--- config.mk ---
export PLATFORM = sky130hd
export DESIGN_NAME = coax_bus_ctrl
export DESIGN_NICKNAME = d
export VERILOG_FILES = /design/src/rtl/coax_bus_ctrl.sv
export SDC_FILE = /design/constraint.sdc
export NUM_CORES = 1
export LEC_CHECK = 0
export ABC_AREA = 0
export CELL_PAD_IN_SITES_DETAIL_PLACEMENT = 1
export CELL_PAD_IN_SITES_GLOBAL_PLACEMENT = 2
export CORE_MARGIN = 1
export CORE_UTILIZATION = 30
export CTS_CLUSTER_DIAMETER = 40
export CTS_CLUSTER_SIZE = 20
export DETAILED_ROUTE_END_ITERATION = 10
export DONT_BUFFER_PORTS = 1
export PLACE_DENSITY = 0.73
export SLEW_MARGIN = 20
export SYNTH_ARGS = -nofsm -noshare
export SYNTH_HDL_FRONTEND = slang
export SYNTH_SLANG_ARGS = --single-unit
--- constraint.sdc ---
create_clock -name clk -period 3.2 [get_ports clk]
set_input_delay 0.64 -clock clk [delete_from_list [all_inputs] [get_ports clk]]
set_output_delay 0.64 -clock clk [all_outputs]
set_load 0.01 [all_outputs]
--- src/rtl/coax_bus_ctrl.sv ---
// Host-side controller for the shared 10-bit bus to the coax datapath.
// Decodes host strobes and register select, and sequences bus direction with turnaround gaps.
module coax_bus_ctrl #(
   parameter int TURNAROUND = 2
) (
   input  logic       clk,
   input  logic       reset,
   input  logic       host_rd,
   input  logic       host_wr,
   input  logic [1:0] host_sel,
   input  logic [9:0] bus_in,
   output logic [9:0] bus_out,
   output logic       bus_oe,
   input  logic [9:0] rx_data,
   input  logic       rx_data_available,
   input  logic       rx_error,
   input  logic       rx_active,
   output logic       rx_read,
   output logic       rx_reset,
   output logic [9:0] tx_data,
   output logic       tx_load,
   input  logic       tx_ready,
   output logic       tx_enable
);

   typedef enum logic [2:0] {
      IDLE,
      RD_TURN,
      RD_DRIVE,
      RD_REL,
      WR_WAIT
   } state_t;

   localparam logic [3:0] TA_LAST = 4'(TURNAROUND - 1);

   state_t     state;
   logic [3:0] cnt;
   logic       rd_q;
   logic       wr_q;
   logic       rd_edge;
   logic       wr_edge;
   logic [1:0] sel_q;
   logic       got_rx;
   logic       tx_overrun;
   logic [9:0] rd_word;

   assign rd_edge = host_rd & ~rd_q;
   assign wr_edge = host_wr & ~wr_q;

   always_comb begin
      rd_word = '0;
      case (host_sel)
         2'd0:    rd_word = rx_data_available ? rx_data : 10'h000;
         2'd1:    rd_word = {5'b0, tx_overrun, tx_ready, rx_active, rx_error, rx_data_available};
         2'd2:    rd_word = tx_data;
         default: rd_word = {8'b0, tx_enable, 1'b0};
      endcase
   end

   always_ff @(posedge clk) begin
      if (reset) begin
         state      <= IDLE;
         cnt        <= '0;
         bus_out    <= '0;
         bus_oe     <= 1'b0;
         rx_read    <= 1'b0;
         rx_reset   <= 1'b0;
         tx_data    <= '0;
         tx_load    <= 1'b0;
         tx_enable  <= 1'b0;
         tx_overrun <= 1'b0;
         sel_q      <= '0;
         got_rx     <= 1'b0;
         // History keeps tracking during reset so a strobe held across reset is not a new edge
         rd_q       <= host_rd;
         wr_q       <= host_wr;
      end else begin
         rd_q     <= host_rd;
         wr_q     <= host_wr;
         rx_read  <= 1'b0;
         rx_reset <= 1'b0;
         tx_load  <= 1'b0;
         case (state)
            IDLE: begin
               if (rd_edge) begin
                  sel_q   <= host_sel;
                  got_rx  <= rx_data_available;
                  bus_out <= rd_word;
                  cnt     <= '0;
                  if (TURNAROUND == 0) begin
                     bus_oe <= 1'b1;
                     state  <= RD_DRIVE;
                  end else begin
                     state  <= RD_TURN;
                  end
               end else if (wr_edge) begin
                  case (host_sel)
                     2'd2: begin
                        if (tx_ready) begin
                           tx_data <= bus_in;
                           tx_load <= 1'b1;
                        end else begin
                           tx_overrun <= 1'b1;
                        end
                     end
                     2'd3: begin
                        tx_enable <= bus_in[1];
                        rx_reset  <= bus_in[0];
                     end
                     default: ;
                  endcase
                  state <= WR_WAIT;
               end
            end
            RD_TURN: begin
               if (cnt == TA_LAST) begin
                  cnt    <= '0;
                  bus_oe <= 1'b1;
                  state  <= RD_DRIVE;
               end else begin
                  cnt <= cnt + 4'd1;
               end
            end
            RD_DRIVE: begin
               if (!host_rd) begin
                  bus_oe  <= 1'b0;
                  rx_read <= (sel_q == 2'd0) && got_rx;
                  if (sel_q == 2'd1)
                     tx_overrun <= 1'b0;
                  cnt   <= '0;
                  state <= (TURNAROUND == 0) ? IDLE : RD_REL;
               end
            end
            RD_REL: begin
               if (cnt == TA_LAST) begin
                  cnt   <= '0;
                  state <= IDLE;
               end else begin
                  cnt <= cnt + 4'd1;
               end
            end
            WR_WAIT: begin
               if (!host_wr)
                  state <= IDLE;
            end
            default: state <= IDLE;
         endcase
      end
   end

endmodule

==> results.ini, run 1 <==
[sta]
fin_tns_setup_ps = 0
hold_viol = 0
fin_ws_ps = 1440
finalSetupViolations = 0
rsz0062_at_grt = false
fin_crit_sh_pct = 55.0
fin_skew_ps = 5.79
fin_crit_ps = 1760
maxSlewViolCount = 0
fmaxAchievable_ghz = 0.568
maxSlewHeadroom_pct = 42.4
worstMarginPinSlew_ps = 863

[cells_and_area]
areaGrowthSynthToFinish_pct = 5.28
nFillCells = 714
fin_nets = 238
final_util_pct = 32.8
drive_above_1_share_pct = 5.83
n_antenna_cell = 0
ff_latch_area_um2 = 761
multiInputGateArea_um2 = 980

[detailed_routing]
vias = 1495
first_iter_violations = 43
avgRoutedWirePerCell_um = 17.3
drt-vias-per-instance = 5.32
wl_mm = 4.87
ant_nets = 0
post-route-drc-count = 0
dr.pass1.iters = 4

[grt]
grt_pass1_vias = 1516
grt_overflow = 0
grt_max_degree = 26
antenna_found_initial = 0
track_usage_pct = 16.8
grt_pass1_wl_mm = 8.06

[power_and_ir_drop]
p_leak_nw = 0.663
ir_drop_mv = 0.213
power.density_nw_per_um2 = 477

[floorplanning]
start_util_pct = 31.2
core-area_um2 = 5920
io_pins = 55
dieArea_um2 = 6470
fp-row-count = 28
die_y_um = 80.5
fp.dieW_um = 80.5

[worst_setup_path]
critical_path_class = register to register
cp-end-kind = register
required_ps = 3420
cp_cell_sequence = ha_1 -> or3b_2 -> or4_1 -> a21oi_1
cp-start-kind = register
arrival_ps = 1980
slowest_delay_ps = 500
slowest_stage = or3b_2
critPathMaxFanout = 6

[cts]
htree_levels = 2
cts_setup_buffers = 0
clkLatencyLatePin_ps = 290
clk_pin_slew_ps = 70
cts_sinks = 38
cts_tree = done
hold_buffers = 0
cts.path.max_buffers = 2
cts_resized = 0
root_buffer = clkbuf_8
cts_made_buffers = 5

[placement]
post-place-ws_ps = 1260
place.gp.congestion = 0.693
dp_hpwl_mm = 3.38
port-buffer-count = 0

[flow_run]
cap_violations = 0

[synthesis]
synthCells = 215
syn-num-nets = 247
synth_cell_type_count = 42
synthArstFlopShare_pct = 0
post_synth.cell_area_avg_um2 = 8.59
synth.yosys.seq_area_share_pct = 41.2
ys_ff_latch = 38
synth_top_flop_cell = dfxtp_1
syn_area_um2 = 1850
synth_top_area_share_pct = 41.2
yosysTopAreaCell = dfxtp_1
yosys_warnings = 0
synth_area_leaders = dfxtp_1, nand2_1, mux2i_1
synth_edf_count = 0

[outcome]
status = finished clean

[worst_hold_path]
worstHoldPathType = input port to register

==> critical path, delay by kind of cell, from the launching register on <==
family / cells / cell delay [ps]
AO/OA/AOI/OAI: 1 / 160
adder cells (fa/ha/maj): 1 / 180
AND/OR/NAND/NOR: 2 / 930
flip-flops: 1 / 420
==> flip-flops by register name, indices dropped and copies added (netlist names), 2 cells and up <==
name and count:
bus_out 10, cnt 4, sel_q 2, state 3, tx_data 10
==> synth_stat cells, drive strengths merged, types with 3 or more instances <==
master,n
a2111o,5
nor2b,4
nand3,6
inv,7
a21oi,15
nand3b,9
nand2,38
nand2b,4
mux2i,12
clkbuf,10
buf,7
dfxtp,38
nor2,6
a21o,3
o21ai,12
a311oi,5
==> power breakdown <==
| group | internal [W] | switching, W |
|---|---|---|
| clock | 0.000150 | 0.000169 |
| combinational | 0.0000385 | 0.0000565 |
| sequential | 0.000489 | 0.0000236 |
| total | 0.000678 | 0.000249 |
==> metal layers <==
metal | share of wire [%] | global-route usage (%) | up-vias
met5 | 0 | 0 | -
met4 | 1.7 | 6.96 | 0
met3 | 7.7 | 6.25 | 8
met2 | 42 | 24.7 | 38
met1 | 49 | 21.7 | 699
li1 | - | - | 750
==> cell usage in the layout (no fill, tap or decap), types with 2 or more instances in the layout <==
cell and n:
mux2i_1 12, nand3b_1 9, nor2_1 6, and3_1 2, dfxtp_1 38, clkbuf_1 2, inv_1 7, o221ai_1 2
ha_1 2, a21o_1 3, nor2b_1 4, a21oi_1 15, a31oi_1 2, and4b_1 2, o21ai_0 12, nand3_1 6
or3b_2 2, clkbuf_8 5, nand2b_1 4, o211a_1 2, nand4_1 2, nand2_1 38, nor3b_1 2, a311oi_1 5
nor3_1 2, a2111o_1 5
==> cells by family (layout without fill, tap and decap cells) <==
kind of cell	after synthesis	in the layout	synth area share [%]
fa+ha+maj	2	2	1.35
simple gates	87	87	25.5
flops	38	38	41.2
xor+xnor	1	1	0.474
buf+inv	24	15	6.10
compound gates	51	51	18.9
mux	12	12	6.50
==> metrics by stage <==
stage | cells | area (um^2) | power (W) | hold WS (ps)
6_report | 281 | 1940 | 0.000927 | 370
5_1_grt | 281 | 1940 | 0.000973 | 355
4_1_cts | 281 | 1940 | 0.000941 | 357
3_5_place_dp | 274 | 1870 | 0.000620 | 454
3_3_place_gp | 274 | 1870 | 0.000618 | 452
2_1_floorplan | 215 | 1850 | 0.000610 | 433
==> final timing paths <==
check	from	to	slack [ps]	cells after the start
worst max-delay path	cnt[0]	bus_oe	1440	4
worst min-delay path	host_rd	rd_q	370	0
worst max register to register	cnt[0]	bus_oe	1440	4
worst min register to register	sel_q[0]	tx_overrun	460	1
==> cell type report <==
type	count	share of cell area, %
inverter	7	1.35
multi-input combinational	153	50.4
timing repair buffer	1	0.386
clock buffer	7	3.93
sequential	38	39.1
tap	75	4.83
Note: power is estimated with default switching activity, not from simulation.
==> inputs of run 2 (changes only) <==
clock period = 1.8 ns   (was 3.2 ns; I/O delays follow)
==> results.ini, run 2 (synthesized netlist as in run 1, its figures left out) <==
[cells_and_area]
n_antenna_cell = 0  ; unchanged
nFillCells = 714  ; unchanged
stdcell_count = 292  ; +3.9%
reg.largest.list = bus_out x10, tx_data x10, cnt x4
final_util_pct = 34.4  ; +1.6 points
mostFrequentLayoutCells = nand2_1, dfxtp_1, a21oi_1
drive_above_1_share_pct = 11.1  ; +5.2 points
areaGrowthSynthToFinish_pct = 10.3
fin_nets = 248  ; +4.2%

[detailed_routing]
wl_met3_um = 375  ; -0.53%
wl_met2_mm = 2.27  ; +12%
highest_layer = met4
wl_met1_mm = 2.29  ; -4.0%
wl_mm = 5.03  ; +3.4%
drt-vias-per-instance = 5.40  ; +1.6%
first_iter_violations = 55  ; +28%
avgRoutedWirePerCell_um = 17.2  ; -0.48%
post-route-drc-count = 0  ; unchanged
vias = 1578  ; +5.6%
dr.pass1.iters = 4  ; unchanged
ant_nets = 0  ; unchanged

[power_and_ir_drop]
p_leak_nw = 0.726  ; +9.5%
ir_drop_mv = 0.342  ; +60%
power.density_nw_per_um2 = 846  ; +78%

[sta]
whs_ps = 81.0  ; -289 ps
fin_ws_ps = 164  ; -1280 ps
fin_crit_ps = 1640  ; -124 ps
finalSetupViolations = 0  ; unchanged
maxSlewHeadroom_pct = 58.5  ; +16 points
fmaxAchievable_ghz = 0.611  ; +7.6%
worstMarginPinSlew_ps = 615  ; -248 ps
maxSlewViolCount = 0  ; unchanged
rsz0062_at_grt = false
fin_skew_ps = 6.21  ; +0.421 ps
fin_crit_sh_pct = 90.9  ; +36 points
fin_tns_setup_ps = 0  ; unchanged
hold_viol = 0  ; unchanged

[cts]
cts.path.max_buffers = 2  ; unchanged
cts_tree = done
hold_buffers = 0  ; unchanged
htree_levels = 2  ; unchanged
cts_setup_buffers = 0  ; unchanged
root_buffer = clkbuf_8
cts_made_buffers = 5  ; unchanged
cts_resized = 0  ; unchanged
cts_sinks = 38  ; unchanged
clkLatencyLatePin_ps = 300  ; about the same
clk_pin_slew_ps = 80  ; about the same

[flow_run]
cap_violations = 0  ; unchanged

[placement]
post-place-ws_ps = 122  ; -1140 ps
placed_cells = 284  ; +3.6%
place.gp.congestion = 0.712  ; +2.8%
dp_hpwl_mm = 3.65  ; +7.9%
port-buffer-count = 0  ; unchanged

[worst_setup_path]
required_ps = 2030  ; -1390 ps
cp-start-kind = register
critPathMaxFanout = 5  ; -1
rr_endpoint = bus_oe
worstReg2RegStart = cnt[1]
cp-end-kind = register
arrival_ps = 1870  ; -110 ps
r2r_setup_slack_ps = 160  ; -1280 ps
critical_path_class = register to register
rr_worst_depth = 5  ; +1

[worst_hold_path]
hp-start = host_rd
worstHoldPathType = input port to register
hold_path_end = rd_q
min_path_cells = 0  ; unchanged

[floorplanning]
core-area_um2 = 5920  ; unchanged
start_util_pct = 31.2  ; unchanged
dieArea_um2 = 6470  ; unchanged
die_y_um = 80.5  ; unchanged
fp.dieW_um = 80.5  ; unchanged
io_pins = 55  ; unchanged
fp-row-count = 28  ; unchanged

[grt]
grt_pass1_wl_mm = 8.27  ; +2.7%
grt_max_degree = 22  ; -15%
grt_overflow = 0  ; unchanged
antenna_found_initial = 0  ; unchanged
grt_pass1_vias = 1625  ; +7.2%
track_usage_pct = 17.1  ; +0.36 points

[outcome]
status = finished clean

[run 2: cell count changes in the layout (fill, tap and decap cells not counted)]
| cell | delta |
|---|---|
| buf_4 | +10 |
| clkbuf_1 | -1 |
| clkbuf_8 | +1 |
| clkinv_2 | +1 |
| or3b_2 | -1 |
| or3b_4 | +1 |
[run 2: per-stage QoR]
step                      total power, W  instance area, um^2
final                            0.00172                 2040
after global routing             0.00182                 2040
after CTS                        0.00176                 2030
after detailed placement         0.00113                 1940
after global placement           0.00112                 1940
after floorplan                  0.00108                 1850
[run 2: cell type report]
type                       instances  area [um^2]  share of cell area, %
multi-input combinational        153          982                   48.2
sequential                        38          761                   37.3
timing repair buffer              11         82.6                   4.05
inverter                           7         26.3                   1.29
clock buffer                       7         86.3                   4.24
tap                               75         93.8                   4.61
clock inverter                     1         5.00                  0.246
[run 2: worst max-delay path: stages, from the launching register on]
cell and delay [ps]:
dfxtp_1 340, inv_1 90, ha_1 160, or3b_4 410
or4_1 410, a21oi_1 160
[run 2: worst max path at each step]
stage | slack, ps | end | start
after floorplan | 130 | tx_data[0] | state[2]
after global placement | 160 | bus_oe | cnt[1]
after detailed placement | 120 | bus_oe | cnt[1]
after CTS | 90 | bus_oe | cnt[1]
after global routing | 60 | bus_oe | cnt[1]
final | 160 | bus_oe | cnt[1]
[run 2: layer usage]
| layer | global-route usage (%) | up-vias |
|---|---|---|
| li1 | - | 774 |
| met1 | 20.9 | 754 |
| met2 | 26.7 | 42 |
| met3 | 5.80 | 8 |
| met4 | 8.39 | 0 |
| met5 | 0 | - |
[run 2: power by group]
part           internal, W  switching, W
logic            0.0000903      0.000119
clock network     0.000309      0.000307
registers         0.000869     0.0000289
total              0.00127      0.000455
==> inputs of run 3 (changes only) <==
CORE_MARGIN = 5   (was 1)
==> results.ini, run 3 (synthesized netlist as in run 1, its figures left out) <==
[floorplanning]
fp-row-count = 28  ; unchanged
die_y_um = 88.5  ; +9.9%
core-area_um2 = 5960  ; +0.59%
start_util_pct = 31.0  ; -0.18 points
io_pins = 55  ; unchanged
fp.dieW_um = 88.5  ; +9.9%
dieArea_um2 = 7830  ; +21%

[placement]
dp_hpwl_mm = 3.74  ; +2.4%
place.gp.congestion = 0.734  ; +3.0%
postPlaceCellArea_um2 = 1940  ; -0.13%
port-buffer-count = 0  ; unchanged
placed_cells = 282  ; -0.70%

[worst_setup_path]
cp-start-kind = register
critical_path_class = register to register
path_delay_family = simple AND/OR/NAND/NOR gates
slowest_stage = or3b_2
critPathMaxFanout = 5  ; unchanged
arrival_ps = 1910  ; +40 ps
crit_buf_inv = 1  ; unchanged
cp-end-kind = register
required_ps = 2030  ; about the same
cp_cell_sequence = inv_1 -> ha_1 -> or3b_2 -> or4_1 -> a21oi_1
slowest_delay_ps = 500  ; +90 ps

[cts]
cts_tree = done
cts_made_buffers = 5  ; unchanged
htree_levels = 2  ; unchanged
root_buffer = clkbuf_8
clk_pin_slew_ps = 90  ; about the same
hold_buffers = 0  ; unchanged
clkLatencyLatePin_ps = 300  ; about the same
cts.path.max_buffers = 2  ; unchanged
cts_sinks = 38  ; unchanged

[worst_hold_path]
worstHoldPathType = input port to register

[sta]
fin_tns_setup_ps = 0  ; unchanged
fin_crit_sh_pct = 93.5  ; +2.6 points
fin_skew_ps = 12.9  ; +6.68 ps
maxSlewHeadroom_pct = 59.9  ; +1.4 points
hold_viol = 0  ; unchanged
fin_crit_ps = 1680  ; +46.4 ps
rsz0062_at_grt = false
worstMarginPinSlew_ps = 594  ; -21.3 ps
fmaxAchievable_ghz = 0.594  ; -2.8%
maxSlewViolCount = 0  ; unchanged
finalSetupViolations = 0  ; unchanged

[detailed_routing]
ant_nets = 0  ; unchanged
post-route-drc-count = 0  ; unchanged
wl_met3_um = 436  ; +16%
wl_mm = 5.15  ; +2.4%
avgRoutedWirePerCell_um = 17.8  ; +3.1%
dr.pass1.iters = 4  ; unchanged
drt-vias-per-instance = 5.43  ; +0.56%
first_iter_violations = 49  ; -11%
vias = 1576  ; -0.13%
wl_met1_mm = 2.35  ; +2.8%
highest_layer = met4
wl_met2_mm = 2.30  ; +1.5%

[power_and_ir_drop]
combPwrFrac_pct = 10.3  ; -1.8 points
internal-power_w = 0.00155  ; +22%
power.density_nw_per_um2 = 968  ; +14%
p_switching_w = 0.000469  ; +3.0%
ir_drop_mv = 0.440  ; +29%
p_leak_nw = 0.744  ; +2.5%
clockPowerShare_pct = 45.2  ; +9.5 points
p_seq_share_pct = 44.5  ; -7.6 points
switching_share_pct = 23.2  ; -3.2 points
total_power_w = 0.00202  ; +17%

[outcome]
status = finished clean

[grt]
grt_overflow = 0  ; unchanged
grt_pass1_wl_mm = 8.38  ; +1.2%
grt_max_degree = 23  ; +4.5%
track_usage_pct = 14.0  ; -3.1 points
grt_pass1_vias = 1631  ; +0.37%
antenna_found_initial = 0  ; unchanged

[cells_and_area]
nFillCells = 703  ; -1.5%
reg.largest.list = bus_out x10, tx_data x10, cnt x4
areaGrowthSynthToFinish_pct = 12.9
stdcell_count = 290  ; -0.68%
n_antenna_cell = 0  ; unchanged
final_design_area_no_fill_um2 = 2090  ; +2.4%
mostFrequentLayoutCells = nand2_1, dfxtp_1, a21oi_1
drive_above_1_share_pct = 10.7  ; -0.36 points
fin_nets = 246  ; -0.81%

[flow_run]
cap_violations = 0  ; unchanged

==> run 3: changes by cell type in the layout (fill, tap and decap cells not counted), sizes merged <==
cell    previous run  this run
buf               11         9
bufinv             0         2
clkbuf             7         6
clkinv             1         0
==> run 3: area by class of cell <==
class	count	area, um^2	area share, %
multi-input cells	153	982	47.1
well taps	75	93.8	4.50
inverters	7	26.3	1.26
clock buffers	6	82.6	3.96
clock inverters	2	60.1	2.88
repair buffers	9	80.1	3.84
flip-flops and latches	38	761	36.5
==> run 3: stage by stage <==
step,hold slack (ps),worst slack (ps),util (%)
floorplan,388,128,-
global placement,388,158,32.6
detailed placement,388,124,32.6
CTS,72.7,96.4,35.0
global route,66.9,33.4,35.0
finish,79.3,118,35.0
==> run 3: final timing paths <==
path / endpoint / cells past startpoint / start / slack, ps
max: bus_oe / 5 / cnt[1] / 120
min: wr_q / 0 / host_wr / 80
max reg2reg: bus_oe / 5 / cnt[1] / 120
min reg2reg: tx_overrun / 1 / sel_q[0] / 470
==> run 3: what timing repair did <==
action / 4_1_cts / 5_1_grt
endpoints found under the setup margin: 0 / 1
resized for setup: 0 / 1
setup buffers: 0 / 0
==> run 3: worst register-to-register path: cells and delay by family, from the launching register on <==
kind	cells	cell delay [ps]
compound gates	1	150
fa+ha+maj	1	140
buf+inv	1	70
flops	1	340
simple gates	2	920
==> run 3: power by group through the flow <==
stage	Sequential (W)	Clock, W	Combinational, W
3_5_place_dp	0.000919	0	0.000208
5_1_grt	0.000902	0.000963	0.000233
6_report	0.000898	0.000913	0.000207
2_1_floorplan	0.000911	0	0.000173
4_1_cts	0.000899	0.000935	0.000209
3_3_place_gp	0.000919	0	0.000205
==> run 3: metal layers <==
metal | track usage, % | up-vias
met5 | 0 | -
met4 | 5.36 | 0
met3 | 6.05 | 9
met2 | 21.3 | 44
met1 | 17.5 | 752
li1 | - | 771
